==> src/rtl/serial_addsub.sv <==
// Digit-serial adder/subtractor.
// WIDTH-bit operands are processed DIGIT bits per clock through a ripple of
// full-add or full-subtract cells. A registered carry/borrow links successive
// digits. Result and flags are published only when the last digit completes.
module serial_addsub #(
    parameter int WIDTH = 8,
    parameter int DIGIT = 1
) (
    input  logic             clk,
    input  logic             rst,
    input  logic             start,
    input  logic             mode,
    input  logic [WIDTH-1:0] a,
    input  logic [WIDTH-1:0] b,
    output logic             busy,
    output logic             done,
    output logic [WIDTH-1:0] result,
    output logic             cout,
    output logic             ovf,
    output logic             zero
);

    localparam int N  = WIDTH / DIGIT;
    localparam int CW = (N > 1) ? $clog2(N) : 1;
    localparam logic [CW-1:0] LAST = CW'(N - 1);

    typedef enum logic {S_IDLE, S_RUN} state_t;

    state_t           r_state;
    logic [WIDTH-1:0] r_a_sh;
    logic [WIDTH-1:0] r_b_sh;
    logic             r_mode;
    logic             r_carry;
    logic             r_a_msb;
    logic             r_b_msb;
    logic [CW-1:0]    r_cnt;
    logic             r_busy;
    logic             r_done;
    logic [WIDTH-1:0] r_result;
    logic             r_cout;
    logic             r_ovf;
    logic             r_zero;

    logic [DIGIT:0]   w_c;
    logic [DIGIT-1:0] w_s;
    logic [WIDTH-1:0] w_res_next;
    logic             w_ovf;
    logic             w_last;

    assign w_c[0] = r_carry;
    assign w_last = (r_state == S_RUN) && (r_cnt == LAST);

    // One full-add / full-subtract cell per bit of the digit, rippling the carry/borrow.
    genvar gi;
    generate
        for (gi = 0; gi < DIGIT; gi++) begin : g_cell
            logic w_x;
            logic w_y;
            assign w_x       = r_a_sh[gi];
            assign w_y       = r_b_sh[gi];
            assign w_s[gi]   = w_x ^ w_y ^ w_c[gi];
            assign w_c[gi+1] = r_mode ? ((~w_x & w_y) | ((~w_x | w_y) & w_c[gi]))
                                      : ((w_x & w_y) | ((w_x ^ w_y) & w_c[gi]));
        end
    endgenerate

    // Partial result accumulates from the MSB side; with a single digit per
    // operation there is nothing to accumulate and the cells give the result directly.
    generate
        if (DIGIT == WIDTH) begin : g_full
            assign w_res_next = w_s;
        end else begin : g_part
            logic [WIDTH-DIGIT-1:0] r_res_sh;
            assign w_res_next = {w_s, r_res_sh};

            // Shift each finished digit into the partial-result register.
            always_ff @(posedge clk) begin
                if (rst) begin
                    r_res_sh <= '0;
                end else if (r_state == S_IDLE && start) begin
                    r_res_sh <= '0;
                end else if (r_state == S_RUN) begin
                    r_res_sh <= w_res_next[WIDTH-1:DIGIT];
                end
            end
        end
    endgenerate

    // Signed overflow uses the sign bits captured at start and the completed result.
    assign w_ovf = r_mode ? ((r_a_msb != r_b_msb) && (w_res_next[WIDTH-1] != r_a_msb))
                          : ((r_a_msb == r_b_msb) && (w_res_next[WIDTH-1] != r_a_msb));

    // Control FSM: capture operands on start, step one digit per cycle, publish on the last.
    always_ff @(posedge clk) begin
        if (rst) begin
            r_state  <= S_IDLE;
            r_a_sh   <= '0;
            r_b_sh   <= '0;
            r_mode   <= 1'b0;
            r_carry  <= 1'b0;
            r_a_msb  <= 1'b0;
            r_b_msb  <= 1'b0;
            r_cnt    <= '0;
            r_busy   <= 1'b0;
            r_done   <= 1'b0;
            r_result <= '0;
            r_cout   <= 1'b0;
            r_ovf    <= 1'b0;
            r_zero   <= 1'b0;
        end else begin
            r_done <= 1'b0;
            case (r_state)
                S_IDLE: begin
                    if (start) begin
                        r_a_sh  <= a;
                        r_b_sh  <= b;
                        r_mode  <= mode;
                        r_a_msb <= a[WIDTH-1];
                        r_b_msb <= b[WIDTH-1];
                        r_carry <= 1'b0;
                        r_cnt   <= '0;
                        r_busy  <= 1'b1;
                        r_state <= S_RUN;
                    end
                end
                S_RUN: begin
                    r_a_sh  <= r_a_sh >> DIGIT;
                    r_b_sh  <= r_b_sh >> DIGIT;
                    r_carry <= w_c[DIGIT];
                    r_cnt   <= r_cnt + 1'b1;
                    if (w_last) begin
                        r_result <= w_res_next;
                        r_cout   <= w_c[DIGIT];
                        r_ovf    <= w_ovf;
                        r_zero   <= (w_res_next == '0);
                        r_done   <= 1'b1;
                        r_busy   <= 1'b0;
                        r_state  <= S_IDLE;
                    end
                end
                default: r_state <= S_IDLE;
            endcase
        end
    end

    assign busy   = r_busy;
    assign done   = r_done;
    assign result = r_result;
    assign cout   = r_cout;
    assign ovf    = r_ovf;
    assign zero   = r_zero;

endmodule

==> config.mk <==
export PLATFORM = sky130hd
export DESIGN_NAME = serial_addsub
export DESIGN_NICKNAME = d
export VERILOG_FILES = /design/src/rtl/serial_addsub.sv
export SDC_FILE = /design/constraint.sdc
export NUM_CORES = 1
export LEC_CHECK = 0
export CORE_MARGIN = 5
export CORE_UTILIZATION = 46
export CTS_CLUSTER_DIAMETER = 200
export DETAILED_ROUTE_END_ITERATION = 7
export PLACE_DENSITY = 0.74
export SLEW_MARGIN = 20
export SYNTH_ARGS = -nofsm -noshare
export SYNTH_HDL_FRONTEND = slang
export SYNTH_SLANG_ARGS = --single-unit
export TNS_END_PERCENT = 1
==> constraint.sdc <==
create_clock -name clk -period 1.9 [get_ports clk]
set_clock_uncertainty 0.2 [all_clocks]
set_input_delay 0.38 -clock clk [delete_from_list [all_inputs] [get_ports clk]]
set_output_delay 0.38 -clock clk [all_outputs]
set_load 0.03 [all_outputs]
* Yosys cells after proc, flatten, opt, wreduce, memory -nomap -nowiden
Index checks and enable logic that the tools add are counted.
Word-level totals: register bits 44, latch bits 0, RAM bits 0, ROM bits 0, input bits 20, output and inout bits 13, memories 0
Cells by class: add/subtract/negate cells 1, multiply operators 0, divide/modulo/power cells 0, order comparisons 0, eq/ne operators 6, shifts and indexed selects 0, mux-type cells 17, bitwise logic cells 11, reduce and logical (&&, ||, !) cells 10
Operators by type and width (number):
- case mux 8 bit (2 select lines) | 2
- two-way mux 8 bit | 2
- zero test 8 bit | 1
- two-way mux 1 bit | 8
- case mux 1 bit (2 select lines) | 3
- case mux 3 bit (2 select lines) | 1
- AND reduction 2 bit | 3
- AND 1 bit | 4
- logical AND 1 bit | 4
- OR reduction 2 bit | 2
- adder 3 x 1 -> 3 bit, second input constant | 1
- equality test 3 bit, second input constant | 1
- two-way mux 3 bit | 1
- OR 1 bit | 3
- inequality test 1 bit | 2
- inequality test 2 x 1 -> 1 bit, second input constant | 1
- inequality test 2 bit, second input constant | 1
- inverter 1 bit | 2
- bitwise XOR 1 bit | 2
- equality test 1 bit | 1

* Longest topological paths before layout
Gate-level depths: netlist of run 1.
word-level depth 6, depth in mapped cells 7, mapped depth without buffers 5

* Least setup slack after synthesis of run 1
OpenSTA, ideal clock, no wires.
kind flip-flop to flip-flop, from reg r_a_sh[0], to reg r_ovf (netlist: ovf), library setup time 0.088 ns, arrival time 1.549 ns, setup slack 0.063 ns, stages on the path, launching flop included 5, period minus slack after synthesis 1.837 ns, cells stage by stage dfxtp_1 inv_1 fa_1 or3_1 a311oi_2
Between the ends: word-level cells in the longest chain between the ends 5
RTL lines:
- from (decl) | line 30 | logic [WIDTH-1:0] r_a_sh;
- from (signal assigned) | line 127 | r_a_sh <= r_a_sh >> DIGIT;
- bitwise XOR 1 bit (*) (2 in series) | line 61 | assign w_s[gi] = w_x ^ w_y ^ w_c[gi];
- inequality test 1 bit (*) | line 90, 91
- logical AND 1 bit, on equally long branches | line 91, 90
- two-way mux 1 bit (*) | line 90 | assign w_ovf = r_mode ? ((r_a_msb != r_b_msb) && (w_res_next[WIDTH-1] != r_a_msb))
- to (signal assigned) | line 134 | r_ovf <= w_ovf;
- to (decl) | line 41 | logic r_ovf;
Every way passes the cells marked *; elsewhere a longest branch is shown, timed or not. A chain may end at the register's enable or synchronous reset.

* Worst setup path after layout of run 1
from reg r_done (netlist: done), to out done
RTL lines:
- from (decl) | line 38 | logic r_done;
- from (signal assigned) | line 105 | r_done <= 1'b0;
- from (signal assigned) | line 111 | r_done <= 1'b0;
- from (signal assigned) | line 136 | r_done <= 1'b1;
- to (decl) | line 16 | output logic done,
No word-level cell between the ends.

==> impl_metrics.csv, run 1 <==
group,metric,value,unit
critical_path,cp_top_family,"buffers and inverters",
critical_path,crit_fanout,1,
global_routing,grtUsageTotal,0.143,
critical_path,slowest_stage,"clkdlybuf4s50_1",
timing,rsz0062_at_grt,"no",
floorplanning,die_area,5440,um^2
global_routing,first_global_vias,1380,
critical_path,cp_cell_sequence,"clkdlybuf4s50_1",
timing,worstMarginPinSlew,0.382,ns
global_routing,grt_max_degree,45,
logic_synthesis,synth_compound_area_frac,0.0695,
cts,cts_tree,"yes",
logic_synthesis,netlist_area,1870,um^2
global_routing,overflow,0,
logic_synthesis,synth_xor_area_frac,0.00468,
pwr,swShare,0.236,
place,gp_congestion,0.699,
pwr,internal_power,1.33,mW
logic_synthesis,synth_fp_nets,221,
cts,path_clk_slew,0.08,ns
layout,syn2layout_area_growth,28.6,%
logic_synthesis,synth-adder-area-share,0.0348,
floorplanning,ios,33,
pwr,clkPwrFrac,0.312,
floorplanning,die_w,73.8,um
logic_synthesis,synthMuxAreaShare,0.192,
pwr,combPwrFrac,0.126,
timing,period_share,0.965,
floorplanning,dieHeight,73.8,um
drt,drtAntennaViolNets,0,
drt,wirelength,3560,um
logic_synthesis,synthArstFlopShare,0,
timing,final.setup.worst_slack,0.0663,ns
critical_path,cp_data_required_time,1.32,ns
layout,most-common-layout-cells,"dfxtp_1, nor2_1, a21oi_1, clkdlybuf4s50_1, mux2i_1",
logic_synthesis,synthSimpleGateAreaFrac,0.182,
cts,cts.sinks,44,
logic_synthesis,synth.ff_latch_count,44,
pwr,p_leak,1.13,nW
drt,avgViaCountPerCell,4.96,
pwr,p_total,1.74,mW
global_routing,antenna_found_initial,0,
critical_path,critPathCaptureType,"output pin",
global_routing,grt_pass1_wl,5910,um
timing,hold_viol,0,
layout,layout_commonest_cell,"dfxtp_1",
timing,max_freq,0.545,GHz
floorplanning,core-area,3970,um^2
timing,slew_headroom,0.745,
logic_synthesis,synth_edf_count,0,
logic_synthesis,ys_seq_area_frac,0.471,
logic_synthesis,synth-main-ff-cell,"dfxtp_1",
timing,setup_viol,0,
pwr,switching_power,0.410,mW
layout,fin_area,2410,um^2
worst_hold_path,hold_path_class,"flip-flop to flip-flop",
drt,dr.pass1.iters,4,
timing,fin_crit,1.83,ns
drt,num_vias,1403,
place,place_hpwl,2470,um
pwr,p_seq_frac,0.562,
critical_path,cp-start-kind,"flip-flop",
critical_path,cpPeakStageDelay,0.66,ns
place,port_buffers,32,
floorplanning,num_rows,23,
cts,clockBufferDepth,2,
logic_synthesis,ys_warn_count,0,
cts,htree_levels,2,
layout,diodes,0,
floorplanning,start_util,0.471,
timing,hold_ws,0.256,ns
critical_path,cp_num_buf_inv,1,
cts,cts_setup_buffers,0,
cts,numCtsBuffers,5,
timing,maxSlewViolCount,0,
layout,drive_gt1_frac,0.159,
place,pre_cts_ws,-0.0731,ns
cts,clkLatencyLatePin,0.29,ns
critical_path,worstPathArrival,1.25,ns
drt,wl_per_cell,12.6,um
pwr,peakVddDrop,465,uV
logic_synthesis,synthDistinctLibCells,26,
logic_synthesis,avgSynthCellArea,9.50,um^2
pwr,power_density,723,nW/um^2
critical_path,criticalPathCategory,"flip-flop to output pin",
layout,final_nets,257,
layout,fin_util,0.606,
drt,drt_iter0_drc,101,
cts,cts_root_buf,"clkbuf_8",
logic_synthesis,synth_top_family_by_area,"multiplexers",
drt,route.detailed.drc,0,
place,post_dp_cell_area,2290,um^2
status,status,"finished, final reports clean",
logic_synthesis,synthesis.instances,197,
run,drv_cap,0,
## final timing paths
| check | start | endpoint | slack (ns) | depth (start not counted) |
|---|---|---|---|---|
| worst max-delay path | done$_SDFF_PP0_ | done | 0.07 | 1 |
| worst max register to register | r_a_sh[0]$_SDFFE_PP0P_ | ovf$_SDFFE_PP0P_ | 0.10 | 4 |
| worst min register to register | result[6]$_SDFFE_PP0P_ | result[6]$_SDFFE_PP0P_ | 0.26 | 2 |
| worst min-delay path | result[6]$_SDFFE_PP0P_ | result[6]$_SDFFE_PP0P_ | 0.26 | 2 |
## metal layers
layer,routed length (um),GRT usage
met5,0,0
met1,1670,0.167
met2,1690,0.237
met4,63,0.0785
met3,133,0.0356
## cell usage after synthesis (2+ instances only)
cell type,count,share of area
a21oi_1,20,0.053
buf_2,7,0.019
clkbuf_1,6,0.012
dfxtp_1,44,0.47
fa_1,2,0.021
ha_1,2,0.013
inv_1,3,0.0060
mux2_2,15,0.090
mux2i_1,19,0.10
nand2_1,16,0.032
nand3_1,2,0.0053
nor2_1,34,0.068
nor3_1,4,0.011
nor3b_1,11,0.044
## power by group through the flow
stage,Clock [mW],Sequential (mW),Combinational [mW]
6_report,0.542,0.978,0.220
5_1_grt,0.613,0.983,0.243
2_1_floorplan,0,0.994,0.138
3_3_place_gp,0,0.998,0.217
4_1_cts,0.562,0.977,0.221
3_5_place_dp,0,0.999,0.221
## timing repair
| item | in CTS | in global routing |
|---|---|---|
| resized for setup | 1 | 14 |
| endpoints found under the setup margin | 1 | 13 |
| hold buffers | 0 | 0 |
## per-stage QoR
step                      setup TNS [ns]  instances
after global routing                   0        283
after global placement           -0.0560        276
after detailed placement          -0.331        276
after CTS                              0        283
final                                  0        283
after floorplan                        0        197
## logic make-up (layout without fill, tap and decap cells)
| kind of cell | count (synthesis) | count (layout) |
|---|---|---|
| AO/OA/AOI/OAI | 23 | 23 |
| AND/OR/NAND/NOR | 73 | 73 |
| adder cells (fa/ha/maj) | 4 | 4 |
| flip-flops | 44 | 44 |
| multiplexers | 34 | 34 |
| buffers and inverters | 18 | 54 |
| XOR/XNOR | 1 | 1 |
## registers in the layout (all words and copies together) (netlist names)
register / count
g_part.r_res_sh: 7
r_a_msb: 1
r_b_sh: 8
cout: 1
r_a_sh: 8
busy: 1
r_state: 1
zero: 1
done: 1
r_b_msb: 1
r_mode: 1
ovf: 1
result: 8
r_cnt: 3
r_carry: 1
## final cells by class
cell class | count | area (um^2)
Clock buffer | 6 | 72.6
Multi-Input combinational cell | 135 | 912
Tap cell | 50 | 62.6
Fill cell | 355 | 1560
Inverter | 3 | 11.3
Clock inverter | 1 | 5.00
Sequential cell | 44 | 882
Timing Repair Buffer | 44 | 462
No activity file was read; power rests on OpenSTA's default activity.
==> run 2, diff against run 1 <==
--- a/config.mk
+++ b/config.mk
@@ -9,7 +9,8 @@
 export CORE_UTILIZATION = 46
 export CTS_CLUSTER_DIAMETER = 200
 export DETAILED_ROUTE_END_ITERATION = 7
-export PLACE_DENSITY = 0.74
+export GPL_TIMING_DRIVEN = 0
+export PLACE_DENSITY = 0.72
 export SLEW_MARGIN = 20
 export SYNTH_ARGS = -nofsm -noshare
 export SYNTH_HDL_FRONTEND = slang
==> run 2 against run 1 <==
Against the previous run: wire length up 2.4%; flip-flop and latch count unchanged; design area down 1.5%; sequential share of layout area up 0.59 points; critical path depth unchanged; non-clock buffer count up 2; sequential power about the same; register-to-register slack worse by 0.03 ns; worst hold slack worse by 0.0036 ns; via count up 2.0%.
==> impl_metrics.csv, run 2 (same netlist as run 1, synthesis figures left out) <==
group,metric,value,unit
status,status,"finished, final reports clean",
place,gp_congestion,0.731,
cts,clkLatencyLatePin,0.29,ns
floorplanning,core-area,3970,um^2
critical_path,criticalPathCategory,"flip-flop to output pin",
cts,ctsHoldBuffers,0,
timing,hold_ws,0.252,ns
critical_path,crit_fanout,2,
floorplanning,ios,33,
timing,slew_headroom,0.676,
pwr,power_density,749,nW/um^2
drt,avgViaCountPerCell,5.00,
critical_path,cp_cell_sequence,"clkdlybuf4s50_1",
run,drv_cap,0,
pwr,peakVddDrop,460,uV
timing,maxSlewViolCount,0,
cts,cts.sinks,44,
floorplanning,num_rows,23,
critical_path,r2r_end,"ovf$_SDFFE_PP0P_",
drt,wl_per_cell,12.7,um
layout,fin_cells,286,
place,post_dp_cell_area,2240,um^2
timing,max_freq,0.535,GHz
layout,final_nets,259,
cts,path_clk_slew,0.08,ns
floorplanning,die_w,73.8,um
worst_hold_path,min_delay_path_depth,2,
timing,fin_crit,1.87,ns
cts,cts_tree,"yes",
timing,period_share,0.984,
pwr,internal_power,1.36,mW
timing,worstMarginPinSlew,0.486,ns
drt,met2WireLength,1680,um
layout,fillers,371,
critical_path,worstPathArrival,1.29,ns
critical_path,rr_worst_depth,4,
floorplanning,die_area,5440,um^2
pwr,combPwrFrac,0.118,
cts,cts_root_buf,"clkbuf_8",
place,port_buffers,31,
layout,syn2layout_area_growth,26.7,%
global_routing,grt_max_degree,14,
drt,wl_met1,1720,um
timing,rsz0062_at_grt,"yes",
drt,dr.pass1.iters,4,
global_routing,overflow,0,
global_routing,grtUsageTotal,0.155,
place,dp_cells,278,
pwr,switching_power,0.421,mW
drt,top_layer_used,"met4",
worst_hold_path,min_to,"result[4]$_SDFFE_PP0P_",
drt,route.detailed.drc,0,
critical_path,cp.depth,1,
drt,wl_met3,180,um
worst_hold_path,hold_path_class,"flip-flop to flip-flop",
critical_path,cpPeakStageDelay,0.66,ns
critical_path,r2r_setup_slack,0.07,ns
layout,most-common-layout-cells,"dfxtp_1, nor2_1, a21oi_1, clkdlybuf4s50_1, mux2i_1",
critical_path,cp_top_family,"buffers and inverters",
cts,numCtsBuffers,5,
floorplanning,dieHeight,73.8,um
cts,cts_setup_buffers,0,
critical_path,cp_data_required_time,1.32,ns
layout,layout_commonest_cell,"dfxtp_1",
global_routing,antenna_found_initial,0,
global_routing,grt_pass1_wl,6430,um
critical_path,slowest_stage,"clkdlybuf4s50_1",
pwr,p_seq_frac,0.548,
layout,fin_util,0.597,
global_routing,first_global_vias,1426,
pwr,p_leak,1.10,nW
layout,fin_area,2370,um^2
worst_hold_path,holdCritStartpoint,"result[4]$_SDFFE_PP0P_",
cts,clockBufferDepth,2,
drt,drtAntennaViolNets,0,
timing,hold_viol,0,
drt,num_vias,1431,
place,place_hpwl,2640,um
drt,wirelength,3640,um
drt,drt_iter0_drc,55,
pwr,clkPwrFrac,0.333,
timing,setup_viol,0,
pwr,swShare,0.237,
floorplanning,start_util,0.471,
critical_path,cp-start-kind,"flip-flop",
pwr,p_total,1.78,mW
layout,drive_gt1_frac,0.157,
cts,htree_levels,2,
critical_path,r2r-start,"r_a_sh[0]$_SDFFE_PP0P_",
critical_path,critPathCaptureType,"output pin",
critical_path,cp_num_buf_inv,1,
layout,diodes,0,
-- run 2: cell types whose count changed in the layout (fill, tap and decap cells not counted), sizes merged --
cell,previous run,this run
clkinv,1,2
buf,12,9
clkbuf,6,12
dlymetal6s2s,11,10
-- run 2: timing repair --
item,4_1_cts,5_1_grt
pin swaps,0,1
resized for setup,3,12
cloned,0,0
setup endpoints to repair,2,12
-- run 2: area by class of cell --
class	instances	area, um^2	share of cell area
Timing Repair Buffer	31	334	0.141
Multi-Input combinational cell	135	912	0.384
Inverter	3	11.3	0.00475
Clock inverter	2	10.0	0.00422
Buffer	15	76.3	0.0322
Sequential cell	44	883	0.372
Tap cell	50	62.6	0.0264
Clock buffer	6	82.6	0.0348
-- run 2: how the worst max path moves through the flow --
| stage | from | end | slack, ns |
|---|---|---|---|
| after CTS | result[6]$_SDFFE_PP0P_ | result[6] | 0.002 |
| after global placement | start | r_a_sh[5]$_SDFFE_PP0P_ | -0.13 |
| after floorplan | r_a_sh[0]$_SDFFE_PP0P_ | ovf$_SDFFE_PP0P_ | 0.06 |
| after detailed placement | start | r_a_sh[1]$_SDFFE_PP0P_ | -0.16 |
| final | ovf$_SDFFE_PP0P_ | ovf | 0.03 |
| after global routing | r_a_sh[0]$_SDFFE_PP0P_ | ovf$_SDFFE_PP0P_ | -0.02 |
-- run 2: stage by stage --
stage / TNS (ns) / worst slack, ns
floorplan: 0 / 0.0629
global placement: -1.70 / -0.133
detailed placement: -1.88 / -0.162
CTS: 0 / 0.00206
global route: -0.0244 / -0.0244
finish: 0 / 0.0310
-- run 2: metal layers --
layer,track usage,up-vias
li1,-,741
met1,0.193,657
met2,0.251,27
met3,0.0424,6
met4,0.0644,0
met5,0,-
-- run 2: worst reg2reg max path, stage by stage (launching register included) --
cell and delay, ns:
dfxtp_2 0.37, inv_1 0.07, fa_2 0.49, or3_1 0.38, a311oi_2 0.26
-- run 2: power groups by stage --
stage	sequential (mW)	clock, mW	combinational (mW)
after floorplan	0.994	0	0.138
after global placement	0.995	0	0.208
after detailed placement	0.997	0	0.210
after CTS	0.975	0.614	0.211
after global routing	0.980	0.656	0.236
final	0.975	0.593	0.210
